==> config.mk <==
export PLATFORM = sky130hd
export DESIGN_NAME = vram_line_fetcher
export DESIGN_NICKNAME = d
export VERILOG_FILES = /design/src/rtl/vram_line_fetcher.sv
export SDC_FILE = /design/constraint.sdc
export NUM_CORES = 1
export LEC_CHECK = 0
export BUFFER_PORTS_ARGS = -buffer_cell sky130_fd_sc_hd__buf_2
export CAP_MARGIN = 10
export CORE_UTILIZATION = 50
export DETAILED_ROUTE_END_ITERATION = 10
export PLACE_DENSITY = 0.8
export SLEW_MARGIN = 20
export SYNTH_ARGS = -nofsm -noshare
export SYNTH_HDL_FRONTEND = slang
export SYNTH_SLANG_ARGS = --single-unit
==> constraint.sdc <==
create_clock -name clk_sys -period 7.7 [get_ports clk_sys]
set_clock_uncertainty 0.15 [all_clocks]
set_input_delay 0 -clock clk_sys [delete_from_list [all_inputs] [get_ports clk_sys]]
set_output_delay 0 -clock clk_sys [all_outputs]
set_load 0.02 [all_outputs]
==> src/rtl/vram_line_fetcher.sv <==
// Line fetcher: reads LINE_LEN consecutive words from the video RAM read port into a small FIFO drained by a valid/ready consumer.
// Optional underrun statistic enabled by defining LINE_FETCH_UNDERRUN_EN.
module vram_line_fetcher #(
    parameter int unsigned AW        = 10,
    parameter int unsigned DW        = 8,
    parameter int unsigned LINE_LEN  = 40,
    parameter int unsigned FIFO_LOG2 = 3
) (
    input  logic          clk_sys,
    input  logic          reset,
    input  logic          start,
    input  logic [AW-1:0] base_addr,
    output logic          busy,
    output logic          done,
    output logic [AW-1:0] ram_addr,
    output logic          ram_rd,
    input  logic [DW-1:0] ram_q,
    output logic [DW-1:0] pix_data,
    output logic          pix_valid,
    input  logic          pix_ready,
    output logic [15:0]   underrun_cnt
);

    localparam int unsigned DEPTH = 2 ** FIFO_LOG2;
    localparam int unsigned CW    = $clog2(LINE_LEN + 1);
    localparam int unsigned OW    = FIFO_LOG2 + 1;

    typedef enum logic {
        S_IDLE,
        S_FETCH
    } state_t;

    state_t                state_q, state_d;
    logic [AW-1:0]         addr_q, addr_d;
    logic [CW-1:0]         issued_q, issued_d;
    logic [CW-1:0]         pushed_q, pushed_d;
    logic                  inflight_q, inflight_d;

    logic [DW-1:0]         mem_q [DEPTH];
    logic [FIFO_LOG2-1:0]  wr_ptr_q, rd_ptr_q;
    logic [OW-1:0]         count_q;

    logic                  push, pop, room, last_push;
    logic [OW-1:0]         free_slots;

    assign push       = inflight_q;
    assign pix_valid  = (count_q != '0);
    assign pop        = pix_valid && pix_ready;
    assign pix_data   = pix_valid ? mem_q[rd_ptr_q] : '0;
    assign free_slots = OW'(DEPTH) - count_q;

    // A read may issue only if a slot is still unreserved after the outstanding read lands.
    assign room      = ({1'b0, free_slots} + (OW + 1)'(pop)) > (OW + 1)'(inflight_q);
    assign last_push = inflight_q && (pushed_q == CW'(LINE_LEN - 1));

    always_ff @(posedge clk_sys or posedge reset) begin
        if (reset) begin
            state_q    <= S_IDLE;
            addr_q     <= '0;
            issued_q   <= '0;
            pushed_q   <= '0;
            inflight_q <= 1'b0;
        end else begin
            state_q    <= state_d;
            addr_q     <= addr_d;
            issued_q   <= issued_d;
            pushed_q   <= pushed_d;
            inflight_q <= inflight_d;
        end
    end

    always_comb begin
        state_d    = state_q;
        addr_d     = addr_q;
        issued_d   = issued_q;
        pushed_d   = pushed_q;
        inflight_d = ram_rd;
        case (state_q)
            S_IDLE: begin
                if (start) begin
                    addr_d   = base_addr;
                    issued_d = '0;
                    pushed_d = '0;
                    state_d  = S_FETCH;
                end
            end
            S_FETCH: begin
                if (ram_rd) begin
                    addr_d   = addr_q + AW'(1);
                    issued_d = issued_q + CW'(1);
                end
                if (inflight_q) begin
                    pushed_d = pushed_q + CW'(1);
                end
                if (last_push) begin
                    state_d = S_IDLE;
                end
            end
            default: state_d = S_IDLE;
        endcase
    end

    always_comb begin
        busy     = 1'b0;
        done     = 1'b0;
        ram_rd   = 1'b0;
        ram_addr = addr_q;
        if (state_q == S_FETCH) begin
            busy   = 1'b1;
            done   = last_push;
            ram_rd = (issued_q != CW'(LINE_LEN)) && room;
        end
    end

    always_ff @(posedge clk_sys) begin
        if (push) begin
            mem_q[wr_ptr_q] <= ram_q;
        end
    end

    always_ff @(posedge clk_sys or posedge reset) begin
        if (reset) begin
            wr_ptr_q <= '0;
            rd_ptr_q <= '0;
            count_q  <= '0;
        end else begin
            if (push) begin
                wr_ptr_q <= wr_ptr_q + FIFO_LOG2'(1);
            end
            if (pop) begin
                rd_ptr_q <= rd_ptr_q + FIFO_LOG2'(1);
            end
            case ({push, pop})
                2'b10:   count_q <= count_q + OW'(1);
                2'b01:   count_q <= count_q - OW'(1);
                default: count_q <= count_q;
            endcase
        end
    end

`ifdef LINE_FETCH_UNDERRUN_EN
    logic [15:0] underrun_q;

    always_ff @(posedge clk_sys or posedge reset) begin
        if (reset) begin
            underrun_q <= '0;
        end else if (busy && pix_ready && !pix_valid && (underrun_q != '1)) begin
            underrun_q <= underrun_q + 16'd1;
        end
    end

    assign underrun_cnt = underrun_q;
`else
    assign underrun_cnt = '0;
`endif

endmodule

==> results of run 1 <==
==> critical path: cells and delay by family (launching register included) <==
| family | cells | cell delay (ps) |
|---|---|---|
| adders and majority gates | 3 | 590 |
| buffers and inverters | 6 | 1290 |
| AOI/OAI and AO/OA | 2 | 680 |
| DFF | 1 | 450 |
| and+or+nand+nor | 5 | 930 |
==> routing by layer <==
layer,track usage,share of wire,vias to the layer above
met3,0.0419,0.062,29
li1,-,-,1305
met2,0.326,0.50,124
met5,0,0,-
met1,0.241,0.40,1390
met4,0.0941,0.033,0
==> final timing paths <==
| kind | slack (ps) | endpoint | start |
|---|---|---|---|
| min | 150 | ram_addr[6]$_DFFE_PP0P_ | reset |
| max reg2reg | 3480 | ram_addr[6]$_DFFE_PP0P_ | count_q[0]$_DFFE_PP0P_ |
| max in group asynchronous | 6900 | rd_ptr_q[0]$_DFFE_PP0N_ | reset |
| max | 3480 | ram_addr[6]$_DFFE_PP0P_ | count_q[0]$_DFFE_PP0P_ |
| min reg2reg | 330 | pushed_q[5]$_DFFE_PP0P_ | pushed_q[5]$_DFFE_PP0P_ |
| min in group clk_sys | 250 | ram_addr[4]$_DFFE_PP0P_ | base_addr[4] |
==> sequential cells by signal (all words and copies together) (netlist names) <==
| register | flops |
|---|---|
| pushed_q | 6 |
| wr_ptr_q | 3 |
| ram_addr | 10 |
| state_q | 1 |
| mem_q | 64 |
| count_q | 4 |
| issued_q | 6 |
| rd_ptr_q | 3 |
| inflight_q | 1 |
==> power by group <==
part	total [mW]	switching [mW]	internal [mW]
Clock	0.307	0.184	0.123
Sequential	0.922	0.171	0.751
Combinational	0.867	0.489	0.378
==> cell usage after synthesis, types with 3 or more instances <==
cell	count
nor2_1	28
xor2_1	4
nor3_1	11
xnor2_1	9
buf_4	17
edfxtp_1	64
nand4_1	4
nand2_1	35
clkbuf_1	6
nand2b_1	3
inv_1	12
mux4_2	16
ha_1	13
o21ai_0	9
dfrtp_1	34
nand3_1	5
mux2i_1	12
==> layout make-up <==
type | count | area share
Multi-Input combinational cell | 201 | 0.299
Tap cell | 108 | 0.0263
Timing Repair Buffer | 69 | 0.0905
Sequential cell | 98 | 0.539
Clock inverter | 7 | 0.0112
Clock buffer | 9 | 0.0241
Inverter | 13 | 0.00949
==> repair_timing <==
item                                   CTS  global route
endpoints found under the hold margin  112             0
buffers inserted                         0             0
hold buffers                            22             0
==> per-stage QoR <==
step,util,total power [mW],instance area [um2],std cells
after global routing,0.593,2.23,5140,505
after floorplan,-,1.55,4530,339
after CTS,0.593,2.10,5140,505
after global placement,0.546,1.74,4740,467
after detailed placement,0.546,1.78,4740,467
final,0.593,2.10,5140,505
==> placed cells by master (no fill, tap or decap), types with 2 or more instances in the layout <==
cell type,count
buf_2,43
nor3_1,11
dlygate4sd3_1,22
and4_1,2
and3_1,2
buf_4,4
nand4_1,4
xnor2_1,9
clkbuf_8,9
dfrtp_1,33
a311oi_1,2
o32ai_1,2
mux2i_1,12
nand2b_1,3
o21ai_0,9
inv_1,12
nand2_1,35
xor2_1,4
inv_6,4
nand3_1,5
mux4_2,16
conb_1,16
edfxtp_1,64
nor2_1,28
nor4b_1,2
o31ai_1,2
ha_1,13
or2_1,2
nor4_1,2
==> cell families (layout without fill, tap and decap cells) <==
family,Yosys count,in the layout,synth area share
and+or+nand+nor,100,100,0.103
muxes,29,29,0.110
adders and majority gates,14,14,0.0408
DFF,98,98,0.619
other,1,16,0.000837
AOI/OAI and AO/OA,29,29,0.0511
buffers and inverters,40,98,0.0497
xor gates and xnor gates,13,13,0.0254
==> impl_metrics.env, run 1 <==
export IMPL_outcome="finished clean"
export IMPL_htreeDepth=3
export IMPL_dp_final_hpwl_mm=5.46
export IMPL_peakVddDrop_mv=0.152
export IMPL_overflow=0
export IMPL_vias_per_cell=5.64
export IMPL_worst_pin_slew_ps=1040
export IMPL_worstSetupEndpointType="register"
export IMPL_power_density_nw_per_um2=408
export IMPL_wl_mm=8.57
export IMPL_initialDrtViolationCount=124
export IMPL_synth_top_area_share=0.429
export IMPL_hold_ws_ps=147
export IMPL_diodes=0
export IMPL_post_route_period_util=0.548
export IMPL_cts_resized=0
export IMPL_first_global_vias=2900
export IMPL_drt_wirelength_per_cell_um=17.0
export IMPL_die_area_um2=9340
export IMPL_initial_core_util=0.516
export IMPL_io_buffers=43
export IMPL_final_fill_count=656
export IMPL_finalHoldViolations=0
export IMPL_yosys_area_top_type="edfxtp_1"
export IMPL_arrival_ps=4310
export IMPL_die_h_um=96.6
export IMPL_rsz0062_at_grt="no"
export IMPL_drc=0
export IMPL_synth_async_reset_ratio=0.347
export IMPL_timing_slew_headroom=0.304
export IMPL_core_area_um2=8680
export IMPL_antenna_found_initial=0
export IMPL_chipWidth_um=96.6
export IMPL_cts_root_buffer="clkbuf_8"
export IMPL_drt_pass1_iter_count=4
export IMPL_worstSetupPathType="reg2reg"
export IMPL_setup_violations=0
export IMPL_synth_edff_count=64
export IMPL_cts_buffer_depth=2
export IMPL_yosysUniqueCellTypes=50
export IMPL_grt_start_max_net_pins=35
export IMPL_setup_slack_ps=3480
export IMPL_io_pins=60
export IMPL_cts_tree="built"
export IMPL_leakagePower_nw=2.07
export IMPL_required_ps=7790
export IMPL_crit_fanout=13
export IMPL_startpoint_type="register"
export IMPL_vias=2848
export IMPL_clk_latency_ps=370
export IMPL_avgSynthCellArea_um2=13.8
export IMPL_clkSinkCount=98
export IMPL_reg2reg_depth=16
export IMPL_yosysWarnings=0
export IMPL_drv_cap=0
export IMPL_synth_top_cells_by_area="edfxtp_1 (43%), dfrtp_1 (19%), mux4_2 (8.0%)"
export IMPL_slowest_stage="dlygate4sd3_1"
export IMPL_clk_pin_slew_worst_paths_ps=100
export IMPL_maxSlewViolCount=0
export IMPL_grt_first_pass_wirelength_mm=14.1
export IMPL_yosys_register_bits=98
export IMPL_postRouteAntennaNets=0
export IMPL_tns_ps=0
export IMPL_fmax_mhz=237
export IMPL_cts_made_buffers=9
export IMPL_layout_drive_gt1_share=0.207
export IMPL_syn_inst=324
export IMPL_yosysSeqAreaShare=0.619
export IMPL_synthFlopType="edfxtp_1"
export IMPL_crit_chain="inv_1 > ha_1 > nor3b_1 > buf_4 > inv_1 > nand2_1 > inv_1 > ha_1 > ha_1 > or2_1 > a2111oi_4 > or2_1 > inv_2 > o32ai_1 > dlygate4sd3_1 > nor3_1"
export IMPL_hold_class="in2async"
export IMPL_seqCellArea_um2=2770
export IMPL_pre_cts_ws_ps=4080
export IMPL_syn2layout_area_growth_pct=14.9
export IMPL_min_period_ps=4220
export IMPL_routabilityCongestion=0.829
export IMPL_syn_area_um2=4480
export IMPL_max_stage_delay_ps=610
export IMPL_multiInputGateArea_um2=1540
export IMPL_grt_usage=0.195
export IMPL_rows=34
export IMPL_fin_nets=428
(Power assumes the default switching activity.)
==> inputs of run 2 (changes only) <==
Settings changed: PLACE_DENSITY 0.8 to 0.83.
Clock period 7.7 ns to 3.5 ns, I/O delays scaled along.
==> run 2 against run 1 <==
  * Via count fell by 0.21%
  * Setup slack got worse by 3300 ps
  * Clock-buffer cell count did not move
  * Cell area rose by 1.0%
  * Sequential power rose by 120%
  * Global-route usage rose by 0.48 points
  * Core utilization rose by 0.62 points
  * Power rose by 120%
  * Die area did not move
  * Critical endpoint is now ram_rd
  * Largest cell class unchanged
==> impl_metrics.env, run 2 (same netlist as run 1, synthesis figures left out) <==
export IMPL_antenna_found_initial=0
export IMPL_cp_num_buf_inv=5
export IMPL_crit_fanout=13
export IMPL_cpLargestDelayFamily="simple AND/OR/NAND/NOR gates"
export IMPL_post_route_period_util=0.940
export IMPL_chipWidth_um=96.6
export IMPL_initialDrtViolationCount=211
export IMPL_largest_register="mem_q"
export IMPL_reg2reg_depth=15
export IMPL_critPathMostFrequentCell="inv_1"
export IMPL_cts_buffer_depth=2
export IMPL_drt_pass1_iter_count=4
export IMPL_fmax_mhz=304
export IMPL_r2r_setup_slack_ps=250
export IMPL_layout_drive_gt1_share=0.224
export IMPL_peakVddDrop_mv=0.367
export IMPL_mostFrequentLayoutCell="edfxtp_1"
export IMPL_cts_root_buffer="clkbuf_8"
export IMPL_routabilityCongestion=0.843
export IMPL_core_area_um2=8680
export IMPL_htreeDepth=3
export IMPL_worstSetupPathType="reg2out"
export IMPL_startpoint_type="register"
export IMPL_min_period_ps=3290
export IMPL_leakagePower_nw=2.09
export IMPL_timing_slew_headroom=0.331
export IMPL_drc=0
export IMPL_dp_final_hpwl_mm=5.54
export IMPL_finalHoldViolations=0
export IMPL_grt_start_max_net_pins=35
export IMPL_fin_nets=429
export IMPL_diodes=0
export IMPL_first_global_vias=2839
export IMPL_die_h_um=96.6
export IMPL_power_density_nw_per_um2=905
export IMPL_largest_reg_flops=64
export IMPL_worst_pin_slew_ps=1000
export IMPL_postRouteAntennaNets=0
export IMPL_place_inst=468
export IMPL_hold_class="in2async"
export IMPL_fin_util=0.599
export IMPL_rows=34
export IMPL_clk_latency_ps=360
export IMPL_clk_pin_slew_worst_paths_ps=110
export IMPL_maxSlewViolCount=0
export IMPL_crit_chain="inv_1 > ha_2 > nor3b_4 > inv_1 > nand2_1 > inv_1 > ha_1 > ha_1 > or2_1 > a2111oi_4 > or2_4 > inv_4 > buf_2"
export IMPL_setup_violations=0
export IMPL_wl_mm=8.71
export IMPL_worstSetupEndpointType="output port"
export IMPL_drv_cap=0
export IMPL_initial_core_util=0.516
export IMPL_cts_tree="built"
export IMPL_die_area_um2=9340
export IMPL_grt_first_pass_wirelength_mm=14.3
export IMPL_finalNonFillerCells=506
export IMPL_required_ps=3350
export IMPL_max_stage_delay_ps=450
export IMPL_reg2reg_from="count_q[0]$_DFFE_PP0P_"
export IMPL_slowest_stage="dfrtp_2"
export IMPL_mostFrequentLayoutCells="edfxtp_1 (64), buf_2 (43), nand2_1 (35), dfrtp_1 (33), nor2_1 (28)"
export IMPL_outcome="finished clean"
export IMPL_worstReg2RegEnd="ram_addr[4]$_DFFE_PP0P_"
export IMPL_io_buffers=43
export IMPL_overflow=0
export IMPL_vias_per_cell=5.62
export IMPL_clkSinkCount=98
export IMPL_cts_made_buffers=9
export IMPL_vias=2842
export IMPL_arrival_ps=3140
export IMPL_grt_usage=0.200
export IMPL_drt_wirelength_per_cell_um=17.2
export IMPL_io_pins=60
export IMPL_syn2layout_area_growth_pct=16.1
-- run 2: worst reg2reg max path, cell delays in order (launching register included) --
cell and delay, ps:
dfrtp_2 450, inv_1 120, ha_2 210, nor3b_4 200
inv_1 80, nand2_1 130, inv_1 100, ha_1 280
inv_1 40, ha_1 260, nor2_1 180, a2111oi_4 80
or2_4 280, inv_4 130, a41oi_1 150, a211o_1 300
-- run 2: cell type report --
type | count | area [um2]
multi-input combinational | 201 | 1570
inverter | 13 | 51.3
clock inverter | 7 | 76.3
tap | 108 | 135
clock buffer | 9 | 124
sequential | 98 | 2770
timing repair buffer | 70 | 470
fill | 622 | 3480
-- run 2: worst max-delay path by stage --
stage                                 from                      end  slack (ps)  cells past startpoint
floorplan           count_q[0]$_DFFE_PP0P_  ram_addr[6]$_DFFE_PP0P_          40                     16
global placement    count_q[0]$_DFFE_PP0P_  ram_addr[6]$_DFFE_PP0P_         230                     14
detailed placement  count_q[0]$_DFFE_PP0P_  ram_addr[6]$_DFFE_PP0P_          50                     14
CTS                 count_q[0]$_DFFE_PP0P_                   ram_rd          10                     13
global route        count_q[0]$_DFFE_PP0P_                   ram_rd        -0.7                     14
finish              count_q[0]$_DFFE_PP0P_                   ram_rd         210                     13
-- run 2: layer usage --
layer	wire [um]	global-route usage	share of wire	vias to the layer above
met5	0	0	0	-
met4	269	0.0999	0.031	0
met3	469	0.0397	0.054	21
met2	4440	0.329	0.51	105
met1	3540	0.253	0.41	1407
li1	-	-	-	1309
-- run 2: metrics by stage --
step                      area, um2  setup WS (ps)  hold slack, ps  setup TNS [ps]  total power, mW
after CTS                      5170           14.7             107               0             4.67
after global routing           5200         -0.660             166          -0.660             5.01
final                          5200            209             130               0             4.70
after detailed placement       4760           52.4           -31.5               0             3.93
after global placement         4760            234           -36.0               0             3.83
after floorplan                4550           37.8           -51.1               0             3.42
-- run 2: where the power goes --
part | switching, mW | leakage, nW | total (mW) | internal [mW]
clock | 0.429 | 0.103 | 0.713 | 0.284
combinational | 1.09 | 1.00 | 1.96 | 0.869
sequential | 0.375 | 0.983 | 2.03 | 1.65
total | 1.90 | 2.09 | 4.70 | 2.80
-- run 2: timing repair --
item	4_1_cts	5_1_grt
hold buffers	21	0
resized for setup	1	5
hold endpoints to repair	112	0
buffers inserted	0	1
pin swaps	0	2
endpoints found under the setup margin	1	10
